`src/rtl/riscv_muldiv_unit_if.sv`:
```
// Handshake bundle between the execute stage and the mul/div unit.
// Latency: n/a (wires only). Backpressure: in_ready/out_ready carried here.
// The master drives operands and consumes results; the slave is the unit itself.
interface riscv_muldiv_unit_if #(
    parameter int WIDTH = 32
);
    logic             in_valid;
    logic             in_ready;
    logic [2:0]       op;
    logic [WIDTH-1:0] A;
    logic [WIDTH-1:0] B;
    logic             out_valid;
    logic             out_ready;
    logic [WIDTH-1:0] Result;
    logic             Flag;

    modport master (
        output in_valid, op, A, B, out_ready,
        input  in_ready, out_valid, Result, Flag
    );

    modport slave (
        input  in_valid, op, A, B, out_ready,
        output in_ready, out_valid, Result, Flag
    );
endinterface

```
`src/rtl/riscv_muldiv_unit.sv`:
```
// Iterative RV32M multiply/divide unit, one bit per cycle on magnitudes.
// Latency: out_valid first high WIDTH+1 edges after accept, for every op.
// Backpressure: single op in flight; result held in DONE until out_ready.
module riscv_muldiv_unit #(
    parameter int WIDTH = 32
) (
    input  logic                 clk,
    input  logic                 rst,
    riscv_muldiv_unit_if.slave   bus
);
    localparam int CW = $clog2(WIDTH + 1);

    typedef enum logic [1:0] {IDLE, CALC, FIX, DONE} state_t;

    state_t           state, state_nxt;
    logic [CW-1:0]    cnt;
    logic [2:0]       op_q;
    logic             sign_a, sign_b;
    logic [WIDTH-1:0] a_mag, b_mag;
    logic [WIDTH-1:0] p_hi, p_lo;
    logic [WIDTH-1:0] result_q;
    logic             flag_q;
    logic             in_ready_c, out_valid_c;

    // Operand capture: signedness decoded from the incoming op
    logic             in_sa, in_sb;
    logic [WIDTH-1:0] in_a_mag, in_b_mag;

    assign in_sa    = (bus.op[2] ? ~bus.op[0] : (bus.op[1:0] != 2'b11)) & bus.A[WIDTH-1];
    assign in_sb    = (bus.op[2] ? ~bus.op[0] : ~bus.op[1]) & bus.B[WIDTH-1];
    assign in_a_mag = in_sa ? -bus.A : bus.A;
    assign in_b_mag = in_sb ? -bus.B : bus.B;

    // One shift-add step: low half holds the remaining multiplier bits
    logic [WIDTH:0]   mul_sum;
    assign mul_sum = {1'b0, p_hi} + (p_lo[0] ? {1'b0, a_mag} : {(WIDTH+1){1'b0}});

    // One restoring step: p_hi is the partial remainder, p_lo shifts dividend out / quotient in
    logic [WIDTH:0]   div_shift;
    logic             div_ok;
    logic [WIDTH-1:0] div_diff;
    assign div_shift = {p_hi, p_lo[WIDTH-1]};
    assign div_ok    = div_shift >= {1'b0, b_mag};
    assign div_diff  = div_shift[WIDTH-1:0] - b_mag;

    // Sign correction and output selection for FIX
    logic [2*WIDTH-1:0] prod, prod_s;
    logic [WIDTH-1:0]   quot_s, rem_s, a_orig, fix_res;
    logic               neg, b_zero;

    assign b_zero = (b_mag == '0);
    assign neg    = sign_a ^ sign_b;
    assign prod   = {p_hi, p_lo};
    assign prod_s = neg ? -prod : prod;
    assign quot_s = neg ? -p_lo : p_lo;
    assign rem_s  = sign_a ? -p_hi : p_hi;
    assign a_orig = sign_a ? -a_mag : a_mag;

    // Signed overflow (most-negative / -1) falls out naturally: |q| = 2^(W-1), both signs set
    always_comb begin
        fix_res = '0;
        if (op_q[2]) begin
            if (b_zero) fix_res = op_q[1] ? a_orig : '1;
            else        fix_res = op_q[1] ? rem_s  : quot_s;
        end else begin
            fix_res = (op_q[1:0] == 2'b00) ? prod_s[WIDTH-1:0] : prod_s[2*WIDTH-1:WIDTH];
        end
    end

    always_ff @(posedge clk) begin
        if (rst) state <= IDLE;
        else     state <= state_nxt;
    end

    always_comb begin
        state_nxt   = state;
        in_ready_c  = 1'b0;
        out_valid_c = 1'b0;
        case (state)
            IDLE: begin
                in_ready_c = 1'b1;
                if (bus.in_valid) state_nxt = CALC;
            end
            CALC: if (cnt == CW'(1)) state_nxt = FIX;
            FIX:  state_nxt = DONE;
            DONE: begin
                out_valid_c = 1'b1;
                if (bus.out_ready) state_nxt = IDLE;
            end
            default: state_nxt = IDLE;
        endcase
    end

    always_ff @(posedge clk) begin
        if (rst) begin
            cnt      <= '0;
            op_q     <= '0;
            sign_a   <= 1'b0;
            sign_b   <= 1'b0;
            a_mag    <= '0;
            b_mag    <= '0;
            p_hi     <= '0;
            p_lo     <= '0;
            result_q <= '0;
            flag_q   <= 1'b0;
        end else begin
            case (state)
                IDLE: if (bus.in_valid) begin
                    op_q   <= bus.op;
                    sign_a <= in_sa;
                    sign_b <= in_sb;
                    a_mag  <= in_a_mag;
                    b_mag  <= in_b_mag;
                    cnt    <= CW'(WIDTH);
                    p_hi   <= '0;
                    p_lo   <= bus.op[2] ? in_a_mag : in_b_mag;
                end
                CALC: begin
                    cnt <= cnt - CW'(1);
                    if (op_q[2]) begin
                        p_hi <= div_ok ? div_diff : div_shift[WIDTH-1:0];
                        p_lo <= {p_lo[WIDTH-2:0], div_ok};
                    end else begin
                        p_hi <= mul_sum[WIDTH:1];
                        p_lo <= {mul_sum[0], p_lo[WIDTH-1:1]};
                    end
                end
                FIX: begin
                    result_q <= fix_res;
                    flag_q   <= op_q[2] & b_zero;
                end
                default: ;
            endcase
        end
    end

    assign bus.in_ready  = in_ready_c;
    assign bus.out_valid = out_valid_c;
    assign bus.Result    = result_q;
    assign bus.Flag      = flag_q;
endmodule

```
`src/flat_wrapper.sv`:
```
// flat-port wrapper written by rule: the top's interface ports become plain ports
module riscv_muldiv_unit_flat 
#(
    parameter int WIDTH = 32
)
  (clk, rst, bus_in_valid, bus_op, bus_A, bus_B, bus_out_ready, bus_in_ready, bus_out_valid, bus_Result, bus_Flag);
  riscv_muldiv_unit_if #(.WIDTH(WIDTH)) bus_i ();
  input  logic clk;
  input  logic rst;
  input wire logic [$bits(bus_i.in_valid)-1:0] bus_in_valid;
  input wire logic [$bits(bus_i.op)-1:0] bus_op;
  input wire logic [$bits(bus_i.A)-1:0] bus_A;
  input wire logic [$bits(bus_i.B)-1:0] bus_B;
  input wire logic [$bits(bus_i.out_ready)-1:0] bus_out_ready;
  output wire logic [$bits(bus_i.in_ready)-1:0] bus_in_ready;
  output wire logic [$bits(bus_i.out_valid)-1:0] bus_out_valid;
  output wire logic [$bits(bus_i.Result)-1:0] bus_Result;
  output wire logic [$bits(bus_i.Flag)-1:0] bus_Flag;
  assign bus_i.in_valid = bus_in_valid;
  assign bus_i.op = bus_op;
  assign bus_i.A = bus_A;
  assign bus_i.B = bus_B;
  assign bus_i.out_ready = bus_out_ready;
  assign bus_in_ready = bus_i.in_ready;
  assign bus_out_valid = bus_i.out_valid;
  assign bus_Result = bus_i.Result;
  assign bus_Flag = bus_i.Flag;
  riscv_muldiv_unit #(.WIDTH(WIDTH)) u_core (.clk(clk), .rst(rst), .bus(bus_i));
endmodule
```
`config.mk`:
```
export PLATFORM = sky130hd
export DESIGN_NAME = riscv_muldiv_unit_flat
export DESIGN_NICKNAME = d
export VERILOG_FILES = /design/src/rtl/riscv_muldiv_unit_if.sv /design/src/rtl/riscv_muldiv_unit.sv /design/src/flat_wrapper.sv
export SDC_FILE = /design/constraint.sdc
export NUM_CORES = 1
export LEC_CHECK = 0
export BUFFER_PORTS_ARGS = -buffer_cell sky130_fd_sc_hd__buf_2
export CAP_MARGIN = 20
export CORE_AREA = 4 4 149 209
export DETAILED_ROUTE_END_ITERATION = 10
export DIE_AREA = 0 0 153 213
export GPL_TIMING_DRIVEN = 0
export PLACE_DENSITY = 0.79
export SLEW_MARGIN = 20
export SYNTH_ARGS = -nofsm -noshare
export SYNTH_HDL_FRONTEND = slang
export SYNTH_SLANG_ARGS = --single-unit
```
`constraint.sdc`:
```
create_clock -name clk -period 3.1 [get_ports clk]
set_input_delay 0.31 -clock clk [delete_from_list [all_inputs] [get_ports clk]]
set_output_delay 0.31 -clock clk [all_outputs]
set_load 0.01 [all_outputs]
```
# --- Word-level counts from Yosys, hierarchy flattened ---
# Index checks and enable logic that the tools add are counted.
classes:
  magnitude_cmp: 1
  reduce_logical: 7
  eq_ne: 8
  n_bitwise: 6
  addsub: 9
  mux: 30
op_table:
  columns: ["op", "count"]
  rows:
  - ["32-bit two-way mux", 17]
  - ["32-bit negation", 5]
  - ["32-bit case mux with 2 select lines", 2]
  - ["64-bit two-way mux", 1]
  - ["64-bit negation", 1]
  - ["32-bit by 33-bit adder with 33-bit output", 1]
  - ["33-bit by 32-bit greater-or-equal comparator with 1-bit output", 1]
  - ["32-bit zero test", 1]
  - ["32-bit subtractor", 1]
  - ["6-bit case mux with 2 select lines", 1]
  - ["2-bit case mux with 4 select lines", 1]
  - ["6-bit by 1-bit equality test with 1-bit output (second input constant)", 1]
  - ["2-bit two-way mux", 3]
  - ["6-bit two-way mux", 1]
  - ["2-bit != test (second input constant)", 3]
  - ["6-bit by 1-bit subtractor with 6-bit output (second input constant)", 1]
  - ["2-bit equality test (second input constant)", 2]
  - ["2-bit zero test", 2]
  - ["1-bit two-way mux", 4]
  - ["2-bit AND reduction", 2]
  - ["1-bit bitwise AND", 3]
  - ["3-bit AND reduction", 1]
  - ["2-bit by 1-bit equality test with 1-bit output (second input constant)", 1]
  - ["2-bit by 1-bit != test with 1-bit output (second input constant)", 1]
  - ["3 further kinds", 4]
word_totals:
  input_bits: 71
  out_inout_bits: 35
  reg_bits: 174

# --- Logic depth before layout (Yosys ltp) ---
# Gate-level depths: netlist of the first run.
depth:
  ltp_word: 7
  mapped_depth: 15
  ltp_nobuf: 15

# --- Least setup slack after synthesis of the first run ---
# No wires, ideal clock.
synth_path:
  kind: "register -> register"
  from: "reg u_core.p_lo[0]"
  to: "reg u_core.p_hi[25]"
  stages_incl_launch_ff: 16
  t_arrival_ns: 3.282
  period_less_slack_ns: 3.352
  path_slack_ns: -0.252
  cell_sequence: "dfxtp_1 > inv_1 > nor2_1 > ha_1 > inv_1 > fa_1 > nand2b_1 > a21oi_1 > o31ai_1 > a21oi_1 > a31oi_1 > o21ai_0 > a21boi_0 > o21a_1 > or4_1 > a21oi_1"
synth_between:
  elab_chain_cells: 4
synth_lines:
  columns: ["item", "line", "source"]
  rows:
  - ["from (decl)", "riscv_muldiv_unit.sv:20", "logic [WIDTH-1:0] p_hi, p_lo;"]
  - ["from (signal assigned)", "riscv_muldiv_unit.sv:116", "p_lo <= bus.op[2] ? in_a_mag : in_b_mag;"]
  - ["from (signal assigned)", "riscv_muldiv_unit.sv:122", "p_lo <= {p_lo[WIDTH-2:0], div_ok};"]
  - ["from (signal assigned)", "riscv_muldiv_unit.sv:125", "p_lo <= {mul_sum[0], p_lo[WIDTH-1:1]};"]
  - ["32-bit two-way mux", "riscv_muldiv_unit.sv:36", "assign mul_sum = {1'b0, p_hi} + (p_lo[0] ? {1'b0, a_mag} : {(WIDTH+1){1'b0}});"]
  - ["32-bit by 33-bit adder with 33-bit output", "riscv_muldiv_unit.sv:36", null]
  - ["32-bit two-way mux", "riscv_muldiv_unit.sv:120", "if (op_q[2]) begin"]
  - ["32-bit case mux with 2 select lines", "riscv_muldiv_unit.sv:107", "case (state)"]
  - ["to (signal assigned)", "riscv_muldiv_unit.sv:121", "p_hi <= div_ok ? div_diff : div_shift[WIDTH-1:0];"]
  - ["to (signal assigned)", "riscv_muldiv_unit.sv:124", "p_hi <= mul_sum[WIDTH:1];"]
  - ["to (decl)", "riscv_muldiv_unit.sv:20", null]
# Every way passes these cells.
# A chain may end at the register's enable or synchronous reset.

# --- Final worst setup path of the first run ---
layout_path:
  from: "reg u_core.p_hi[2]"
  to: "reg u_core.result_q[31] (netlist: u_core.bus.Result[31])"
layout_between:
  elab_chain_cells: 5
  elab_cells_between_ends: 8
  cone_classes: "add/sub (2); mux (6)"
layout_lines:
  columns: ["item", "line", "source"]
  rows:
  - ["32-bit negation", "riscv_muldiv_unit.sv:56", "assign rem_s = sign_a ? -p_hi : p_hi;"]
  - ["32-bit two-way mux", "riscv_muldiv_unit.sv:56", null]
  - ["32-bit two-way mux", "riscv_muldiv_unit.sv:64", "else fix_res = op_q[1] ? rem_s : quot_s;"]
  - ["32-bit two-way mux", "riscv_muldiv_unit.sv:63", "if (b_zero) fix_res = op_q[1] ? a_orig : '1;"]
  - ["32-bit two-way mux (*)", "riscv_muldiv_unit.sv:62", "if (op_q[2]) begin"]
  - ["to (signal assigned)", "riscv_muldiv_unit.sv:129", "result_q <= fix_res;"]
  - ["to (decl)", "riscv_muldiv_unit.sv:21", "logic [WIDTH-1:0] result_q;"]
# Every way passes the cells marked *; elsewhere a longest branch is shown, timed or not.

==> results_dict.tcl, run 1 <==
set metrics [dict create \
    relSlewSlack 0.271 \
    ys.flop_type "dfxtp_1" \
    gp_congestion 1.11 \
    cts_buffers 17 \
    tightest_slew_ns 1.08 \
    regArea_um2 3530 \
    hold_class "primary input to flop" \
    synth_edf_count 0 \
    synth-async-reset-ratio 0 \
    finalPower_mw 15.9 \
    post-route-period-util 1.16 \
    die_w_um 153 \
    grt_pass1_wl_um 107000 \
    numClockSinks 174 \
    drc 0 \
    required_ns 3.45 \
    wire_per_inst_um 26.9 \
    muxShareOfSynthArea 0.0464 \
    clockRootBuffer "clkbuf_16" \
    p_int_mw 7.52 \
    grt_pass1_vias 17440 \
    p_leak_nw 7.65 \
    p_clk_frac 0.143 \
    rsz0062_at_grt "true" \
    cts_tree "built" \
    fin_skew_ns 0.0219 \
    synth_fa_ha_area_frac 0.0613 \
    seq_area_frac_synth 0.218 \
    fp.coreArea_um2 29100 \
    ios 106 \
    htreeDepth 4 \
    fillers 2630 \
    yosysWarnings 0 \
    drv_slew 0 \
    worst_setup_path_start_kind "flop" \
    wl_um 74200 \
    clk_pin_slew_ns 0.08 \
    cp_max_fo 10 \
    fin_crit_ns 3.60 \
    synth_cells 2199 \
    gr-usage-all-layers 0.435 \
    postSynthAreaPerCell_um2 7.26 \
    overflow 0 \
    vias 18727 \
    p_switching_mw 8.35 \
    cts_buffer_depth 2 \
    ir_worst_vdd_mv 0.770 \
    final_layout_size_suffix_gt1_frac 0.181 \
    setup_viol_count_final 33 \
    hpwl_um 57600 \
    setup_slack_ns -0.497 \
    synth-simple-area-share 0.215 \
    antenna_left 0 \
    worstPathArrival_ns 3.95 \
    drt_iter0_drc 2164 \
    dieArea_um2 32600 \
    viasPerCell 6.79 \
    clk_latency_ns 0.48 \
    multi_input_area_um2 12400 \
    power.density_nw_per_um2 834 \
    path_class "flop to flop" \
    synth_area_leader_cell "dfxtp_1" \
    placed_cells 2683 \
    die_h_um 213 \
    antenna_found_initial 2 \
    finalHoldViolCount 0 \
    status "finished with violations" \
    swShare 0.526 \
    post-place-ws_ns -1.40 \
    synth_compound_area_frac 0.281 \
    syn2layout_area_growth_pct 19.2 \
    portBuffers 104 \
    grt_max_degree 19 \
    cts.hold.buffers_added 0 \
    violations "negative setup slack" \
    yosys.area_share.xor_xnor 0.121 \
    ys_ff_latch 174 \
    synth_top_family_by_area "compound AO/OA/AOI/OAI gates" \
    initial_core_util 0.549 \
    ys_top_cells_by_area "dfxtp_1 (22%), xnor2_1 (6.3%), nor2_1 (6.0%)" \
    netlist_area_um2 16000 \
    pwr-share-comb 0.618 \
    syn_nets 2347 \
    layoutNonFillerInstCount 2757 \
    final_nets 2511 \
    firstDrtPassIters 6 \
    max_clock_freq_ghz 0.278 \
    num_rows 74 \
    power_frac_seq 0.239 \
    utilization 0.654 \
    yosysTopAreaCellShare 0.218 \
    endpoint_kind "flop" \
    synth_cell_types 84 \
    maxCapViolations 0 \
]
-- synthesized netlist by cell type, types with 14 or more instances --
cell type / n
nand3_1: 35
and3_1: 15
ha_1: 75
clkbuf_1: 135
mux2_2: 21
nand2b_1: 29
dfxtp_1: 174
a21o_1: 25
and2_1: 42
nor3_1: 56
a211oi_1: 92
xnor2_1: 114
o31ai_1: 32
xor2_1: 107
inv_1: 75
o21ai_0: 171
a21oi_1: 188
a221oi_1: 14
nor4_1: 28
nand2_1: 184
nor2_1: 254
mux2i_1: 41
or3_1: 17
a31oi_1: 32
o211ai_1: 20
-- sequential cells by signal (all words and copies together), names as in the netlist --
| register | cells |
|---|---|
| u_core.p_lo | 32 |
| u_core.b_mag | 32 |
| u_core.bus.Result | 32 |
| u_core.op_q | 3 |
| u_core.bus.Flag | 1 |
| u_core.cnt | 6 |
| u_core.a_mag | 32 |
| u_core.sign_b | 1 |
| u_core.p_hi | 32 |
| u_core.sign_a | 1 |
| u_core.state | 2 |
-- cells in the final DEF, fill, tap and decap left out, types with 12 or more instances in the layout --
master	count
nor2_1	249
nand2_1	179
a21oi_1	174
dfxtp_1	152
o21ai_0	148
buf_2	110
xnor2_1	109
xor2_1	102
clkbuf_1	94
a211oi_1	87
inv_1	70
ha_1	56
buf_4	52
nor3_1	46
and2_1	42
mux2i_1	40
nand3_1	32
a31oi_1	30
nand2b_1	28
o31ai_1	26
a21o_1	25
mux2_2	21
o211ai_1	20
nor4_1	19
clkbuf_16	19
clkbuf_2	16
dfxtp_2	16
or3_1	15
o21ai_1	15
and3_1	14
o21a_1	13
a22oi_1	13
buf_1	12
nand4_1	12
a21oi_2	12
ha_2	12
-- worst max-delay path: stages, from the launching register on --
cell      delay, ns
dfxtp_2        0.34
buf_6          0.14
or4_4          0.52
nor2_4         0.14
or4b_4         0.50
or4b_4         0.56
or3_4          0.39
o41ai_4        0.30
xor2_1         0.25
nor2_1         0.08
a221oi_2       0.17
o21ai_1        0.09
-- worst paths after layout --
kind | endpoint | cells past startpoint | start | slack (ns)
worst max-delay path | u_core.bus.Result[31] | 11 | u_core.p_hi[2] | -0.50
worst min-delay path | u_core.op_q[0] | 3 | bus_op[0] | 0.11
worst max register to register | u_core.bus.Result[31] | 11 | u_core.p_hi[2] | -0.50
worst min register to register | u_core.bus.Result[7] | 2 | u_core.bus.Result[7] | 0.46
-- power by group through the flow --
| stage | clock network, mW | registers, mW | logic (mW) |
|---|---|---|---|
| 2_1_floorplan | 0 | 3.40 | 5.63 |
| 3_3_place_gp | 0 | 3.66 | 8.23 |
| 3_5_place_dp | 0 | 3.69 | 8.31 |
| 4_1_cts | 2.24 | 3.67 | 8.96 |
| 5_1_grt | 2.35 | 3.82 | 10.3 |
| 6_report | 2.27 | 3.79 | 9.81 |
-- logic make-up (layout without fill, tap and decap cells) --
| kind of cell | after synthesis | in the layout |
|---|---|---|
| and+or+nand+nor | 726 | 726 |
| AOI/OAI and AO/OA | 701 | 701 |
| buffers and inverters | 234 | 411 |
| xor gates and xnor gates | 221 | 221 |
| DFF | 174 | 174 |
| adders and majority gates | 77 | 77 |
| muxes | 66 | 66 |
| other | 0 | 1 |
-- stage by stage --
stage	hold WS (ns)	area [µm²]	setup TNS [ns]
2_1_floorplan	0.446	16000	-0.406
3_3_place_gp	0.438	17000	-50.56
3_5_place_dp	0.448	17000	-51.91
4_1_cts	0.110	18400	-1.67
5_1_grt	0.113	19000	-7.49
6_report	0.111	19000	-4.82
-- cell type report --
type,count,area share
Multi-Input combinational cell,1791,0.654
Sequential cell,174,0.185
Timing Repair Buffer,161,0.0519
Buffer,142,0.0366
Tap cell,380,0.0250
Clock buffer,18,0.0226
Inverter,76,0.0156
Clock inverter,14,0.00882
Antenna cell,1,0.000132
-- timing repair --
item | in CTS | in global routing
setup buffers | 33 | 24
pin swaps | 36 | 35
gates resized for setup | 162 | 117
endpoints found under the setup margin | 96 | 81
-- routing by layer --
metal  vias to the layer above  share of wire  global-route usage
met5                         -        0.00018                   0
met4                         2          0.096               0.334
met3                       383           0.10              0.0989
met2                      1257           0.45               0.698
met1                      8819           0.36               0.504
li1                       8266              -                   -
Note: power is estimated with default switching activity, not from simulation.
==> inputs of run 2 (changes only) <==
ABC_AREA = 1   (was unset)
CORE_AREA = 4 4 165 231   (was 4 4 149 209)
DIE_AREA = 0 0 169 235   (was 0 0 153 213)
PLACE_DENSITY = 0.78   (was 0.79)
==> run 2 against run 1 <==
Area after synthesis rose by 23%. Synthesized cell count rose by 65%. The flow now stops in global routing (5_1_grt).
==> results_dict.tcl, run 2 <==
set metrics [dict create \
    status "stopped before the end" \
    stop_stage "global routing (5_1_grt)" \
    stop_error "[ERROR GRT-0116] Global routing finished with congestion. Check the congestion regions in the DRC Viewer." \
    portBuffers 103 \
    synth.most_common_cell "nand2_1" \
    yosysTopAreaCellShare 0.196 \
    synth_area_leader_cell "nand2_1" \
    seq_area_frac_synth 0.177 \
    hpwl_um 89000 \
    ys_ff_latch 174 \
    synth_cells 3635 \
    syn_nets 3783 \
    grt_pass1_wl_um 167000 \
    initial_core_util 0.550 \
    ys_top_cells_by_area "nand2_1 (20%), dfxtp_1 (18%), nand3_1 (10%)" \
    synth_cell_types 52 \
    num_rows 82 \
    die_h_um 235 \
    cts.hold.buffers_added 0 \
    ios 106 \
    postSynthAreaPerCell_um2 5.42 \
    grt_pass1_vias 25661 \
    cts_buffer_depth 2 \
    gp_congestion 1.18 \
    yosysWarnings 0 \
    gr-usage-all-layers 0.562 \
    synth-async-reset-ratio 0 \
    die_w_um 169 \
    ys.flop_type "dfxtp_1" \
    clockRootBuffer "clkbuf_16" \
    synth_edf_count 0 \
    numClockSinks 174 \
    ys_top_cells_by_count "nand2_1 (1026), inv_1 (508), nand3_1 (403)" \
    htreeDepth 4 \
    overflow 1 \
    netlist_area_um2 19700 \
    grt_max_degree 17 \
    cts_buffers 17 \
]
## run 2: cell count changes after synthesis, moves of 31 or more
| cell | delta |
|---|---|
| a211oi_1 | -92 |
| a21oi_1 | +101 |
| and2_1 | -40 |
| clkbuf_1 | -46 |
| inv_1 | +433 |
| mux2i_1 | -40 |
| nand2_1 | +842 |
| nand3_1 | +368 |
| nand4_1 | +51 |
| nor2_1 | +134 |
| o211ai_1 | +44 |
| o21ai_0 | +95 |
| o31ai_1 | -31 |
| xnor2_1 | -105 |
## run 2: timing repair
action                     CTS
resized for setup           13
pin swaps                    0
setup endpoints to repair   27
buffers inserted             1
## run 2: cell families after synthesis
kind of cell	share of synthesized area
and+or+nand+nor	0.420
AOI/OAI and AO/OA	0.185
buffers and inverters	0.129
DFF	0.177
xor gates and xnor gates	0.0395
adders and majority gates	0.0497
muxes	0.000508
## run 2: per-layer routing
layer	GRT overflow	global-route usage
met5	0	0.00248
met4	0	0.527
met1	0	0.610
met2	1	0.802
met3	0	0.250
## run 2: per-stage QoR
stage / cells / TNS [ns] / hold WS, ns / worst slack [ns] / area [µm²]
detailed placement: 4200 / -10.44 / 0.455 / -0.775 / 20800
CTS: 4233 / 0 / 0.138 / 0.0204 / 21500
global placement: 4200 / -9.85 / 0.452 / -0.748 / 20800
floorplan: 3635 / 0 / 0.456 / 0.468 / 19700
==> inputs of run 3 (changes only) <==
CORE_AREA = 4 4 227 229   (was 4 4 165 231)
DIE_AREA = 0 0 231 233   (was 0 0 169 235)
PLACE_DENSITY = unset   (was 0.78)
PLACE_DENSITY_LB_ADDON = 0.15   (was unset)
clock period = 4 ns   (was 3.1 ns; I/O delays follow)
==> run 3 against run 2 <==
The run now ends clean. Synthesized cell count is the same. Area after synthesis is the same.
==> results_dict.tcl, run 3 <==
set metrics [dict create \
    status "finished clean" \
    power_frac_seq 0.188 \
    max_clock_freq_ghz 0.272 \
    cts_resized 0 \
    setup_viol_count_final 0 \
    path_cells "clkinv_1, ha_1, nand2_1, inv_1, nand3_1, nand2_1, nand2_1, nor2_1, o21ai_0, nand2_1, nand2_1, nor2_1" \
    wire_per_inst_um 25.3 \
    tightest_slew_ns 1.17 \
    grt_pass1_wl_um 159000 \
    p_clk_frac 0.104 \
    ir_worst_vdd_mv 0.388 \
    cts_tree "built" \
    finalPower_mw 16.0 \
    seq_area_frac_synth 0.177 \
    yosysTopAreaCellShare 0.196 \
    numClockSinks 174 \
    synth_cells 3635 \
    ios 106 \
    antenna_found_initial 6 \
    layout_common_cells "nand2_1 (1026), inv_1 (508), nand3_1 (403), nor2_1 (388), a21oi_1 (289)" \
    cts.hold.buffers_added 0 \
    reg2reg_depth 12 \
    power.density_nw_per_um2 742 \
    cts_buffer_depth 2 \
    p_leak_nw 10.9 \
    vias 25501 \
    hold_path_depth 3 \
    slowest_stage "dfxtp_1" \
    ys.flop_type "dfxtp_1" \
    htreeDepth 4 \
    num_rows 82 \
    drv_slew 0 \
    dieArea_um2 53800 \
    fin_tns_setup_ns 0 \
    maxCapViolations 0 \
    synth_edf_count 0 \
    finalHoldViolCount 0 \
    clk_pin_slew_ns 0.08 \
    cts_setup_buffers 0 \
    cp-startpoint "u_core.p_hi[0]" \
    ys_ff_latch 174 \
    cp_common_cell "nand2_1" \
    firstDrtPassIters 6 \
    relSlewSlack 0.219 \
    viasPerCell 5.74 \
    postSynthAreaPerCell_um2 5.42 \
    hold_class "primary input to flop" \
    final_nets 3905 \
    syn2layout_area_growth_pct 9.75 \
    rsz0062_at_grt "false" \
    rr_startpoint "u_core.p_hi[0]" \
    post-route-period-util 0.917 \
    antenna_left 0 \
    ys_top_cells_by_count "nand2_1 (1026), inv_1 (508), nand3_1 (403)" \
    worst-path-buf-inv 2 \
    wl_um 112000 \
    netlist_area_um2 19700 \
    gr-usage-all-layers 0.406 \
    ys_top_cells_by_area "nand2_1 (20%), dfxtp_1 (18%), nand3_1 (10%)" \
    initial_core_util 0.396 \
    grt_pass1_vias 22853 \
    worst_setup_path_start_kind "flop" \
    die_h_um 233 \
    yosysWarnings 0 \
    fp.coreArea_um2 49700 \
    cts_buffers 17 \
    fillers 5854 \
    endpoint_kind "flop" \
    final_layout_size_suffix_gt1_frac 0.0544 \
    portBuffers 103 \
    synth.most_common_cell "nand2_1" \
    syn_nets 3783 \
    layout_commonest_cell "nand2_1" \
    die_w_um 231 \
    setup_slack_ns 0.330 \
    slowest_delay_ns 0.66 \
    pwr-share-comb 0.708 \
    hpwl_um 94700 \
    synth_area_leader_cell "nand2_1" \
    cp_max_fo 9 \
    drc 0 \
    synth_cell_types 52 \
    worstPathArrival_ns 4.05 \
    required_ns 4.38 \
    clockRootBuffer "clkbuf_16" \
    critPathTopFamily "simple AND/OR/NAND/NOR gates" \
    grt_max_degree 17 \
    p_int_mw 6.08 \
    overflow 0 \
    swShare 0.621 \
    post-place-ws_ns 0.530 \
    min_from "bus_op[0]" \
    gp_congestion 1.13 \
    clk_latency_ns 0.50 \
    path_class "flop to flop" \
    fin_skew_ns 0.0190 \
    crit_cells 12 \
    drt_iter0_drc 3548 \
    synth-async-reset-ratio 0 \
    fin_crit_ns 3.67 \
    p_switching_mw 9.97 \
    fin_worst_hold_slack_ns 0.209 \
]
[run 3: through the flow]
stage / cells / instance area [µm²] / util
2_1_floorplan: 3635 / 19700 / -
6_report: 4444 / 21600 / 0.435
4_1_cts: 4441 / 21600 / 0.435
3_3_place_gp: 4410 / 21000 / 0.424
3_5_place_dp: 4410 / 21000 / 0.424
5_1_grt: 4441 / 21600 / 0.435
[run 3: worst reg2reg max path: cells and delay by family, from the launching register on]
| family | cells | cell delay [ns] |
|---|---|---|
| compound gates | 1 | 0.53 |
| fa+ha+maj | 1 | 0.46 |
| buf+inv | 2 | 0.79 |
| flops | 1 | 0.66 |
| simple gates | 8 | 1.11 |
[run 3: logic make-up after synthesis]
kind of cell / synth area share
compound gates: 0.185
xor+xnor: 0.0395
fa+ha+maj: 0.0497
buf+inv: 0.129
flops: 0.177
mux: 0.000508
simple gates: 0.420
[run 3: layer usage]
layer | global-route usage | part of all wire | vias up | routed length, µm
met4 | 0.239 | 0.070 | 2 | 7870
met5 | 0 | 0.00044 | - | 50
met1 | 0.551 | 0.43 | 11747 | 48000
met3 | 0.107 | 0.10 | 302 | 11800
li1 | - | - | 12069 | -
met2 | 0.575 | 0.40 | 1381 | 44700
[run 3: power groups by stage]
stage          registers (mW)  clock network (mW)  logic [mW]
6_report                 3.02                1.67        11.4
5_1_grt                  3.02                1.75        12.2
4_1_cts                  2.96                1.70        10.9
3_5_place_dp             3.00                   0        10.8
3_3_place_gp             3.00                   0        10.9
2_1_floorplan            2.65                   0        6.96
[run 3: final cells by class]
type                    count  area, µm²  area share
flip-flops and latches    174       3480       0.161
plain buffers             136        581      0.0269
multi-input cells        2804      13700       0.633
inverters                 521       1960      0.0905
repair buffers            103        515      0.0239
diodes                      3       7.51    0.000347
clock buffers              20        457      0.0211
well taps                 672        841      0.0389
clock inverters            11        100     0.00463
[run 3: path summary, 6_finish.rpt]
path | end | slack [ns]
max reg2reg | u_core.bus.Result[20] | 0.33
min | u_core.op_q[0] | 0.21
min reg2reg | u_core.bus.Result[29] | 0.46
max | u_core.bus.Result[20] | 0.33
